===== src/rtl/dut_grant_burst.sv =====
// Grant-burst generator: a rising edge of req starts a burst of num_grants grant cycles,
// with last marking the final grant. Optional DUT_ABORT_EN lets req falling mid-burst abort it.
module dut_grant_burst (
  input  logic       clk,
  input  logic       reset,
  input  logic       req,
  input  logic [2:0] num_grants,
  output logic       gnt,
  output logic       last
);

  typedef enum logic [1:0] {
    StIdle,
    StGrant,
    StDone
  } state_e;

  state_e     state_q;
  logic       req_q;
  logic [2:0] remain_q;
  logic       rise;
  logic       abort;

  assign rise = req & ~req_q;

`ifdef DUT_ABORT_EN
  assign abort = ~req;
`else
  assign abort = 1'b0;
`endif

  // remain_q counts grants still owed, including the one currently on gnt.
  always_ff @(posedge clk) begin
    if (!reset) begin
      state_q  <= StIdle;
      req_q    <= 1'b0;
      remain_q <= 3'd0;
      gnt      <= 1'b0;
      last     <= 1'b0;
    end else begin
      req_q <= req;
      gnt   <= 1'b0;
      last  <= 1'b0;
      case (state_q)
        StIdle: begin
          if (rise) begin
            remain_q <= num_grants;
            if (num_grants != 3'd0) begin
              state_q <= StGrant;
              gnt     <= 1'b1;
              last    <= (num_grants == 3'd1);
            end else begin
              // Zero-length burst: pulse last alone.
              state_q <= StDone;
              last    <= 1'b1;
            end
          end
        end
        StGrant: begin
          if (abort) begin
            state_q  <= StIdle;
            remain_q <= 3'd0;
          end else if (remain_q == 3'd1) begin
            state_q  <= StDone;
            remain_q <= 3'd0;
          end else begin
            remain_q <= remain_q - 3'd1;
            gnt      <= 1'b1;
            last     <= (remain_q == 3'd2);
          end
        end
        StDone: begin
          if (!req) begin
            state_q <= StIdle;
          end
        end
        default: begin
          state_q <= StIdle;
        end
      endcase
    end
  end

endmodule


===== config.mk =====
export PLATFORM = sky130hd
export DESIGN_NAME = dut_grant_burst
export DESIGN_NICKNAME = d
export VERILOG_FILES = /design/src/rtl/dut_grant_burst.sv
export SDC_FILE = /design/constraint.sdc
export NUM_CORES = 1
export LEC_CHECK = 0
export CAP_MARGIN = 5
export CORE_AREA = 3 3 40 42
export CTS_CLUSTER_DIAMETER = 120
export DETAILED_ROUTE_END_ITERATION = 16
export DIE_AREA = 0 0 43 45
export PLACE_DENSITY = 0.63
export SYNTH_ARGS = -nofsm -noshare
export SYNTH_HDL_FRONTEND = slang
export SYNTH_SLANG_ARGS = --single-unit

===== constraint.sdc =====
create_clock -name clk -period 1.4 [get_ports clk]
set_input_delay 0.14 -clock clk [delete_from_list [all_inputs] [get_ports clk]]
set_output_delay 0.14 -clock clk [all_outputs]
set_load 0.02 [all_outputs]

# Yosys cells after proc, flatten, opt, wreduce, memory -nomap -nowiden
# Cells that the tools add are included.
# totals
register_bits	8
latchBits	0
mem_bits_rw	0
mem_bits_ro	0
in_bits	6
word_cells	37
memories	0
# op_classes
n_addsub	1
multipliers	0
div	0
n_lt_le_gt_ge	0
eq_ne	8
shift	0
n_mux	16
bitwise	2
n_reduce_logical	5
# ops
operator	count
$mux 2	4
$eq 3x1->1 const B	2
$mux 1	6
$mux 3	2
$ne 2x2->1 const B	3
$pmux 2 s3	1
$pmux 3 s2	1
$pmux 1 s2	2
$eq 3x2->1 const B	1
$reduce_and 3->1	1
$reduce_bool 3->1	1
$sub 3x1->3 const B	1
$eq 2x1->1 const B	1
$eq 2x2->1 const B	1
$logic_not 2->1	1
$reduce_and 2->1	1
$reduce_bool 2->1	1
$and 1x1->1	1
$not 1->1	1

# Longest topological paths before layout
# Gate-level depths: netlist of run 1.
# logic_depth
depth_word	4
depth_mapped	6
ltp_nobuf	6

# Worst setup path after synthesis of run 1
# No wires, ideal clock.
# synth_path
kind	flip-flop to flip-flop
from	register remain_q[1]
to	register remain_q[0]
setup_ns	0.120
arrival_time_ns	1.007
t_required_ns	1.280
path_slack_ns	0.273
path_stages_with_launch	7
path_buffers	0
period_less_slack_ns	1.127
cell_sequence	dfxtp_1 > inv_1 > ha_1 > nor2b_1 > nor2_1 > a22oi_1 > a21oi_1
# synth_via
elab_chain_len	3
# synth_lines
item	line	rtl
from (decl)	20	logic [2:0] remain_q;
from (signal assigned)	47	remain_q <= num_grants;
from (signal assigned)	67	remain_q <= remain_q - 3'd1;
$eq 3x1->1	63	end else if (remain_q == 3'd1) begin
$mux 3	63	
$pmux 3 s2	44	case (state_q)
# No other way between the ends.
# A chain may end at the register's enable or synchronous reset.

# Worst setup path after layout of run 1
# layout_path
from	register gnt
to	output gnt
# layout_lines
item	line	rtl
from (decl)	8	output logic gnt,
from (signal assigned)	38	gnt <= 1'b0;
from (signal assigned)	42	gnt <= 1'b0;
from (signal assigned)	50	gnt <= 1'b1;
# No word-level cell between the ends.

==> results of run 1 <==
stage by stage:
step                power [mW]  hold slack (ns)
CTS                      0.616            0.503
floorplan                0.386            0.262
detailed placement       0.440            0.533
global route             0.656            0.508
global placement         0.438            0.516
finish                   0.611            0.504
worst max path at each step:
stage	startpoint	end	cells after the start
after floorplan	remain_q[1]$_SDFFE_PN0P_	remain_q[0]$_SDFFE_PN0P_	6
after global placement	req	remain_q[2]$_SDFFE_PN0P_	5
after detailed placement	req	remain_q[2]$_SDFFE_PN0P_	5
after CTS	gnt$_SDFF_PN0_	gnt	1
after global routing	remain_q[1]$_SDFFE_PN0P_	remain_q[1]$_SDFFE_PN0P_	6
final	gnt$_SDFF_PN0_	gnt	1
kinds of logic after synthesis:
family,count (synthesis),share of synthesized area (%)
compound gates,14,21.9
fa+ha+maj,3,9.01
buf+inv,4,3.60
flops,8,38.4
simple gates,20,27.0
per-layer routing:
| metal | GRT usage, % | part of all wire [%] |
|---|---|---|
| met1 | 10.9 | 47 |
| met2 | 15.9 | 45 |
| met3 | 5.98 | 6.8 |
| met4 | 5.42 | 1.9 |
| met5 | 0 | 0 |
Yosys cell counts, types with 2 or more instances:
master	number	area share, %
dfxtp_1	8	38
nand2_1	3	2.7
nor3_1	3	3.6
ha_1	3	9.0
nor2_1	5	4.5
a21oi_1	6	7.2
nor2b_1	2	3.0
inv_1	4	3.6
o21ai_0	2	2.4
nand2b_1	2	3.0
cell type report:
class                      instances  area, um^2  area share [%]
inverter                           4        15.0            2.79
timing repair buffer               8        77.6            14.4
clock buffer                       3        22.5            4.19
sequential                         8         160            29.8
tap                               15        18.8            3.49
multi-input combinational         37         244            45.3
state kept, by name (all words and copies together) (netlist names):
| name | flops |
|---|---|
| last | 1 |
| remain_q | 3 |
| gnt | 1 |
| req_q | 1 |
| state_q | 2 |
where the power goes:
| group | total (mW) | internal (mW) | switching, mW |
|---|---|---|---|
| Combinational | 0.161 | 0.0808 | 0.0802 |
| Clock | 0.174 | 0.0979 | 0.0757 |
| Sequential | 0.276 | 0.252 | 0.0239 |
| Total | 0.611 | 0.431 | 0.180 |
==> qor.txt, run 1 <==
drt initial violations: 2
max cap viols: 0
core area: 1280 um^2
Tcrit/Tclk final: 92.3%
routed via count: 384
initial antenna violation count: 0
Hold Path Depth: 2
Syn Inst Count: 49
TNS Setup: 0 ns
Post-synth EDFFs: 0
clock skew: 0.00471 ns
chip height: 45 um
Finish-stage setup viols: 0
crit path cell chain: clkdlybuf4s50_1
grt ovf: 0
Min-Delay Startpoint: req
Worst Hold End: req_q$_SDFF_PN0_
Residual DRC: 0
Async SR Flop Fraction: 0%
final WL: 840 um
Static Leakage: 0.211 nW
First-pass DRT Iterations: 2
#FFs+latches synth: 8
CP arrival: 1.15 ns
PortBufs: 7
commonest non-fill, non-tap cells in the layout: 8 x dfxtp_1, 7 x clkdlybuf4s50_1, 6 x a21oi_1
layout cells sized above 1: 15.0%
sequential cell area fraction in the yosys report: 38.4%
critical path capture point type: primary output
dpl ws: 0.0793 ns
clock buffer count from CTS: 3
global-route wire length before repair: 1.40 mm
min Tclk post-route: 1.29 ns
vias in the first global route: 339
Die Wd: 43 um
worst-path maximum fanout: 1
Reg-to-Reg End: remain_q[0]$_SDFFE_PN0P_
VDD IR max: 0.543 mV
startpoint types: flop
Hold Fails Final Rpt: 0
RSZ-0062 raised after global routing: no
most common cell after layout, fill and taps aside: dfxtp_1
FMAX: 0.774 GHz
DIE AREA: 1940 um^2
I/O pin cnt: 8
post-route ant nets: 0
main flop type after synthesis: dfxtp_1
fin worst setup slack: 0.108 ns
CTS H-tree lvls: 1
slew margin rel.: 82.8%
placed cell count: 72
design area: 538 um^2
power per cell area: 1140 nW/um^2
worst skew pair latency: 0.25 ns
Ys Warns: 0
slowest stage delay, CP: 0.59 ns
Final Non-Filler Cells: 75
CTS sink count: 8
syn avg cell area: 8.50 um^2
CP top delay family: buffers and inverters
CTS root buffer: clkbuf_4
filler instances: 131
distinct cell type count after synthesis: 21
Critical Path RT: 1.26 ns
CTS tree: done
Via-to-Cell Ratio: 5.12
fin. max-slew vios: 0
GPL Wtd Cong: 0.735
Layout area overhead: 29.1%
crit path buf inv count: 1
Avg WL per Cell: 11.2 um
cts repair resizes: 0
status: finished clean
Worst Reg-to-Reg Cells: 6
Rows: 13
register clock-pin slew on the reported worst setup and hold paths: 0.05 ns
dpl hpwl: 661 um
synthesized cell area: 417 um^2
CTS Hold Bufs: 0
Final Core Density: 41.9%
critical path's slowest cell: clkdlybuf4s50_1
syn nets: 58
Worst-Margin Slew: 0.257 ns
Initial Util: 32.4%
critical path class: reg2out
reg-to-reg slack, setup: 0.16 ns
antenna fix cells: 0
Cell Area, Placed: 513 um^2
Hold Crit Class: in2reg
largest net degree at the start of global routing: 8
GRT Util Overall: 10.2%
postcts setup bufs: 0
Layout Nets: 71
worst r2r src: remain_q[1]$_SDFFE_PN0P_
Max Root-Sink Buffers: 2
No activity file was read; power rests on OpenSTA's default activity.
==> run 2, diff against run 1 <==
HOLD_SLACK_MARGIN = 0.03   (was default)
clock period = 1.3 ns   (was 1.4 ns; I/O delays follow)
==> run 2 against run 1 <==
Against the previous run:
- die area did not move
- total power rose by 18%
- wire length rose by 27%
- combinational power rose by 43%
- sequential share of layout area fell by 3.3 points
- first-iteration DRC count did not move
- register-to-register slack got worse by 0.097 ns
- sequential power rose by 8.3%
- non-clock buffer count rose by 5
- critical endpoint is now remain_q[2]$_SDFFE_PN0P_
- largest cell class unchanged
==> qor.txt, run 2 (synthesis gave the netlist of run 1 again) <==
core area: 1280 um^2
min Tclk post-route: 1.24 ns
Finish-stage setup viols: 0
Largest register FFs: 3
Critical Path RT: 1.48 ns
register clock-pin slew on the reported worst setup and hold paths: 0.05 ns
CTS Hold Bufs: 0
Hold Fails Final Rpt: 0
Worst-Margin Slew: 0.262 ns
Cell Area, Placed: 543 um^2
Hold Crit Class: in2reg
slew margin rel.: 82.3%
CP arrival: 1.42 ns
First-pass DRT Iterations: 2
CTS root buffer: clkbuf_4
GRT Util Overall: 11.4%
dpl hpwl: 677 um
PortBufs: 7
TNS Setup: 0 ns
final WL: 1.07 mm
FMAX: 0.808 GHz
clock skew: 0.0102 ns
Largest regs: remain_q x3, state_q x2
Layout area overhead: 47.4%
Worst Reg-to-Reg Cells: 6
Via-to-Cell Ratio: 5.04
worst skew pair latency: 0.26 ns
CTS tree: done
grt ovf: 0
post-route ant nets: 0
status: finished clean
critical path capture point type: flop
I/O pin cnt: 8
DIE AREA: 1940 um^2
Residual DRC: 0
drt initial violations: 2
fin. max-slew vios: 0
clock buffer count from CTS: 3
CTS H-tree lvls: 1
Rows: 13
Avg WL per Cell: 13.4 um
Die Wd: 43 um
GPL Wtd Cong: 0.762
max cap viols: 0
worst-path maximum fanout: 3
startpoint types: flop
chip height: 45 um
Static Leakage: 0.275 nW
Pwr Total: 722 uW
commonest non-fill, non-tap cells in the layout: 6 x dfxtp_1, 6 x buf_4, 5 x clkdlybuf4s50_1
Layout Nets: 76
Largest Register: remain_q
VDD IR max: 0.531 mV
layout cells sized above 1: 35.4%
largest net degree at the start of global routing: 8
design area: 614 um^2
vias in the first global route: 396
antenna fix cells: 0
final hold slack: 0.508 ns
routed via count: 403
critical path class: reg2reg
CTS sink count: 8
initial antenna violation count: 0
global-route wire length before repair: 1.62 mm
power per cell area: 1170 nW/um^2
Tcrit/Tclk final: 95.2%
Max Root-Sink Buffers: 2
Hold Path Depth: 2
Initial Util: 32.4%
run 2: layout make-up:
cell class,count,area (um^2)
flip-flops and latches,8,163
repair buffers,13,120
well taps,15,18.8
fillers,123,671
inverters,4,15.0
multi-input cells,37,275
clock buffers,3,22.5
run 2: final timing paths:
kind	start	to	slack [ns]
worst min-delay path	req	req_q$_SDFF_PN0_	0.51
worst max-delay path	remain_q[1]$_SDFFE_PN0P_	remain_q[2]$_SDFFE_PN0P_	0.06
worst min register to register	remain_q[1]$_SDFFE_PN0P_	remain_q[1]$_SDFFE_PN0P_	0.56
worst max register to register	remain_q[1]$_SDFFE_PN0P_	remain_q[2]$_SDFFE_PN0P_	0.06
run 2: through the flow:
stage                     cells  util, %  setup slack (ns)
after floorplan              49        -             0.173
after global placement       76     42.3            0.0123
after detailed placement     76     42.3           -0.0454
after CTS                    79     44.0           0.00295
after global routing         80     47.8           -0.0183
final                        80     47.8            0.0628
run 2: what timing repair did:
| action | in CTS | in global routing |
|---|---|---|
| resized for setup | 0 | 13 |
| setup endpoints to repair | 0 | 8 |
| setup buffers | 0 | 1 |
run 2: layer usage:
metal	vias to the layer above	share of wire (%)	global-route usage [%]	routed length [um]
met2	10	50	16.8	537
met4	0	0	4.22	0
met3	0	6.6	7.57	71
li1	207	-	-	-
met5	-	0	0	0
met1	186	43	13.3	460
run 2: power by group:
part           switching [mW]  internal, mW  total [mW]
clock                  0.0864         0.106       0.192
combinational           0.116         0.114       0.230
sequential             0.0258         0.273       0.299
total                   0.228         0.493       0.722
run 2: worst max-delay path, stage by stage (launching register included):
cell and delay [ns]:
dfxtp_2 0.34, inv_2 0.04, ha_2 0.16, buf_4 0.14, nor4b_4 0.26, a21oi_2 0.07
o22ai_2 0.15
==> run 3, diff against run 2 <==
--- a/config.mk
+++ b/config.mk
@@ -7,8 +7,8 @@
 export LEC_CHECK = 0
 export CAP_MARGIN = 5
-export CORE_AREA = 3 3 40 42
+export CORE_AREA = 5 5 42 44
 export CTS_CLUSTER_DIAMETER = 120
 export DETAILED_ROUTE_END_ITERATION = 16
-export DIE_AREA = 0 0 43 45
+export DIE_AREA = 0 0 47 49
 export HOLD_SLACK_MARGIN = 0.03
 export PLACE_DENSITY = 0.63
==> constraint.sdc (replaced) <==
create_clock -name clk -period 1.3 [get_ports clk]
set_input_delay 0.13 -clock clk [delete_from_list [all_inputs] [get_ports clk]]
set_output_delay 0.13 -clock clk [all_outputs]
set_load 0.05 [all_outputs]
==> run 3 against run 2 <==
Against the previous run:
- total power is 1.1% lower
- count of clock-buffer cells in the layout stayed put
- sequential power about the same
- critical path depth did not move
- worst hold slack worse by 0.012 ns
- critical endpoint unchanged
- largest cell class unchanged
- largest power group unchanged
==> qor.txt, run 3 (synthesis gave the netlist of run 1 again) <==
antenna fix cells: 0
critical path class: reg2reg
global-route wire length before repair: 1.36 mm
max cap viols: 0
min Tclk post-route: 1.23 ns
FMAX: 0.813 GHz
Tcrit/Tclk final: 94.6%
Reg-to-Reg End: remain_q[2]$_SDFFE_PN0P_
Hold Fails Final Rpt: 0
Cell Area, Placed: 557 um^2
design area: 592 um^2
Max Root-Sink Buffers: 2
Critical path origin: remain_q[1]$_SDFFE_PN0P_
drt initial violations: 6
Via-to-Cell Ratio: 4.89
DIE AREA: 2300 um^2
vias in the first global route: 338
CTS tree: done
VDD IR max: 0.620 mV
CTS root buffer: clkbuf_4
largest net degree at the start of global routing: 8
I/O pin cnt: 8
status: finished clean
First-pass DRT Iterations: 4
register clock-pin slew on the reported worst setup and hold paths: 0.06 ns
Static Leakage: 0.241 nW
CP arrival: 1.42 ns
commonest non-fill, non-tap cells in the layout: 7 x dfxtp_1, 6 x a21oi_1, 5 x nor2_1, 5 x clkdlybuf4s50_1
worst skew pair latency: 0.26 ns
power share of the combinational group: 30.6%
dpl hpwl: 683 um
Finish-stage setup viols: 0
Rows: 14
layout cells sized above 1: 23.8%
post-route ant nets: 0
routed via count: 386
sw power: 225 uW
Critical Path RT: 1.49 ns
CTS sink count: 8
worst setup path end: remain_q[2]$_SDFFE_PN0P_
slew margin rel.: 83.6%
Final Core Density: 42.2%
postcts setup bufs: 0
Layout area overhead: 42.0%
CTS H-tree lvls: 1
clock skew: 0.00587 ns
worst-path maximum fanout: 3
Initial Util: 29.7%
Largest regs: remain_q x3, state_q x2
Seq pwr share: 42.1%
initial antenna violation count: 0
Avg WL per Cell: 11.1 um
power per cell area: 1210 nW/um^2
fin. max-slew vios: 0
grt ovf: 0
Residual DRC: 0
PortBufs: 7
GPL Wtd Cong: 0.797
worst r2r src: remain_q[1]$_SDFFE_PN0P_
critical path capture point type: flop
Largest register FFs: 3
GRT Util Overall: 8.47%
Worst-Margin Slew: 0.244 ns
switch share: 31.5%
Pwr Total: 714 uW
core area: 1400 um^2
Hold Crit Class: in2reg
Largest Register: remain_q
clock buffer count from CTS: 3
Layout Nets: 74
final WL: 876 um
Die Wd: 47 um
Pint: 489 uW
most common cell after layout, fill and taps aside: dfxtp_1
chip height: 49 um
Clk pwr share: 27.3%
reg-to-reg slack, setup: 0.07 ns
Worst Reg-to-Reg Cells: 6
startpoint types: flop
-- run 3: cell count changes in the layout (fill, tap and decap cells not counted), sizes merged --
cell / change
dlymetal6s2s: -2
-- run 3: through the flow --
stage          cells  TNS (ns)  hold WS [ns]  setup slack [ns]
6_report          79         0         0.497            0.0697
5_1_grt           79  -0.00532         0.503          -0.00532
4_1_cts           79         0         0.493            0.0386
3_5_place_dp      76   -0.0169         0.536           -0.0169
3_3_place_gp      76         0         0.519            0.0261
2_1_floorplan     49         0         0.252             0.173
-- run 3: area by class of cell --
| cell class | instances | area (um^2) |
|---|---|---|
| tap | 16 | 20.0 |
| clock buffer | 3 | 22.5 |
| timing repair buffer | 11 | 120 |
| multi-input combinational | 37 | 253 |
| fill | 142 | 810 |
| sequential | 8 | 161 |
| inverter | 4 | 15.0 |
-- run 3: worst min path at each step --
stage | end | from | cells past startpoint | slack, ns
after CTS | req_q$_SDFF_PN0_ | req | 2 | 0.49
after global placement | remain_q[2]$_SDFFE_PN0P_ | remain_q[2]$_SDFFE_PN0P_ | 2 | 0.52
after floorplan | req_q$_SDFF_PN0_ | req | 1 | 0.25
after global routing | req_q$_SDFF_PN0_ | req | 2 | 0.50
final | req_q$_SDFF_PN0_ | req | 2 | 0.50
after detailed placement | remain_q[2]$_SDFFE_PN0P_ | remain_q[2]$_SDFFE_PN0P_ | 2 | 0.54
-- run 3: repair_timing --
| action | 4_1_cts | 5_1_grt |
|---|---|---|
| hold buffers | 0 | 0 |
| hold endpoints to repair | 0 | 0 |
| setup endpoints to repair | 0 | 5 |
| gates resized for setup | 0 | 3 |
-- run 3: power groups by stage --
stage	Clock [mW]	Sequential (mW)	Combinational (mW)
CTS	0.199	0.298	0.207
finish	0.195	0.301	0.218
detailed placement	0	0.303	0.206
floorplan	0	0.313	0.114
global route	0.219	0.305	0.236
global placement	0	0.303	0.203
-- run 3: routing by layer --
layer / share of wire [%] / vias to the layer above / global-route usage, %
met3: 4.9 / 4 / 3.32
met1: 46 / 175 / 10.6
met5: 0 / - / 0
met4: 2.7 / 0 / 5.53
met2: 46 / 7 / 11.5
li1: - / 200 / -
-- run 3: worst max-delay path, cell delays in order (launching register included) --
cell and delay (ns):
dfxtp_2 0.34, inv_1 0.06, ha_1 0.18, buf_4 0.14
nor4b_4 0.20, a21oi_1 0.09, o22ai_2 0.16
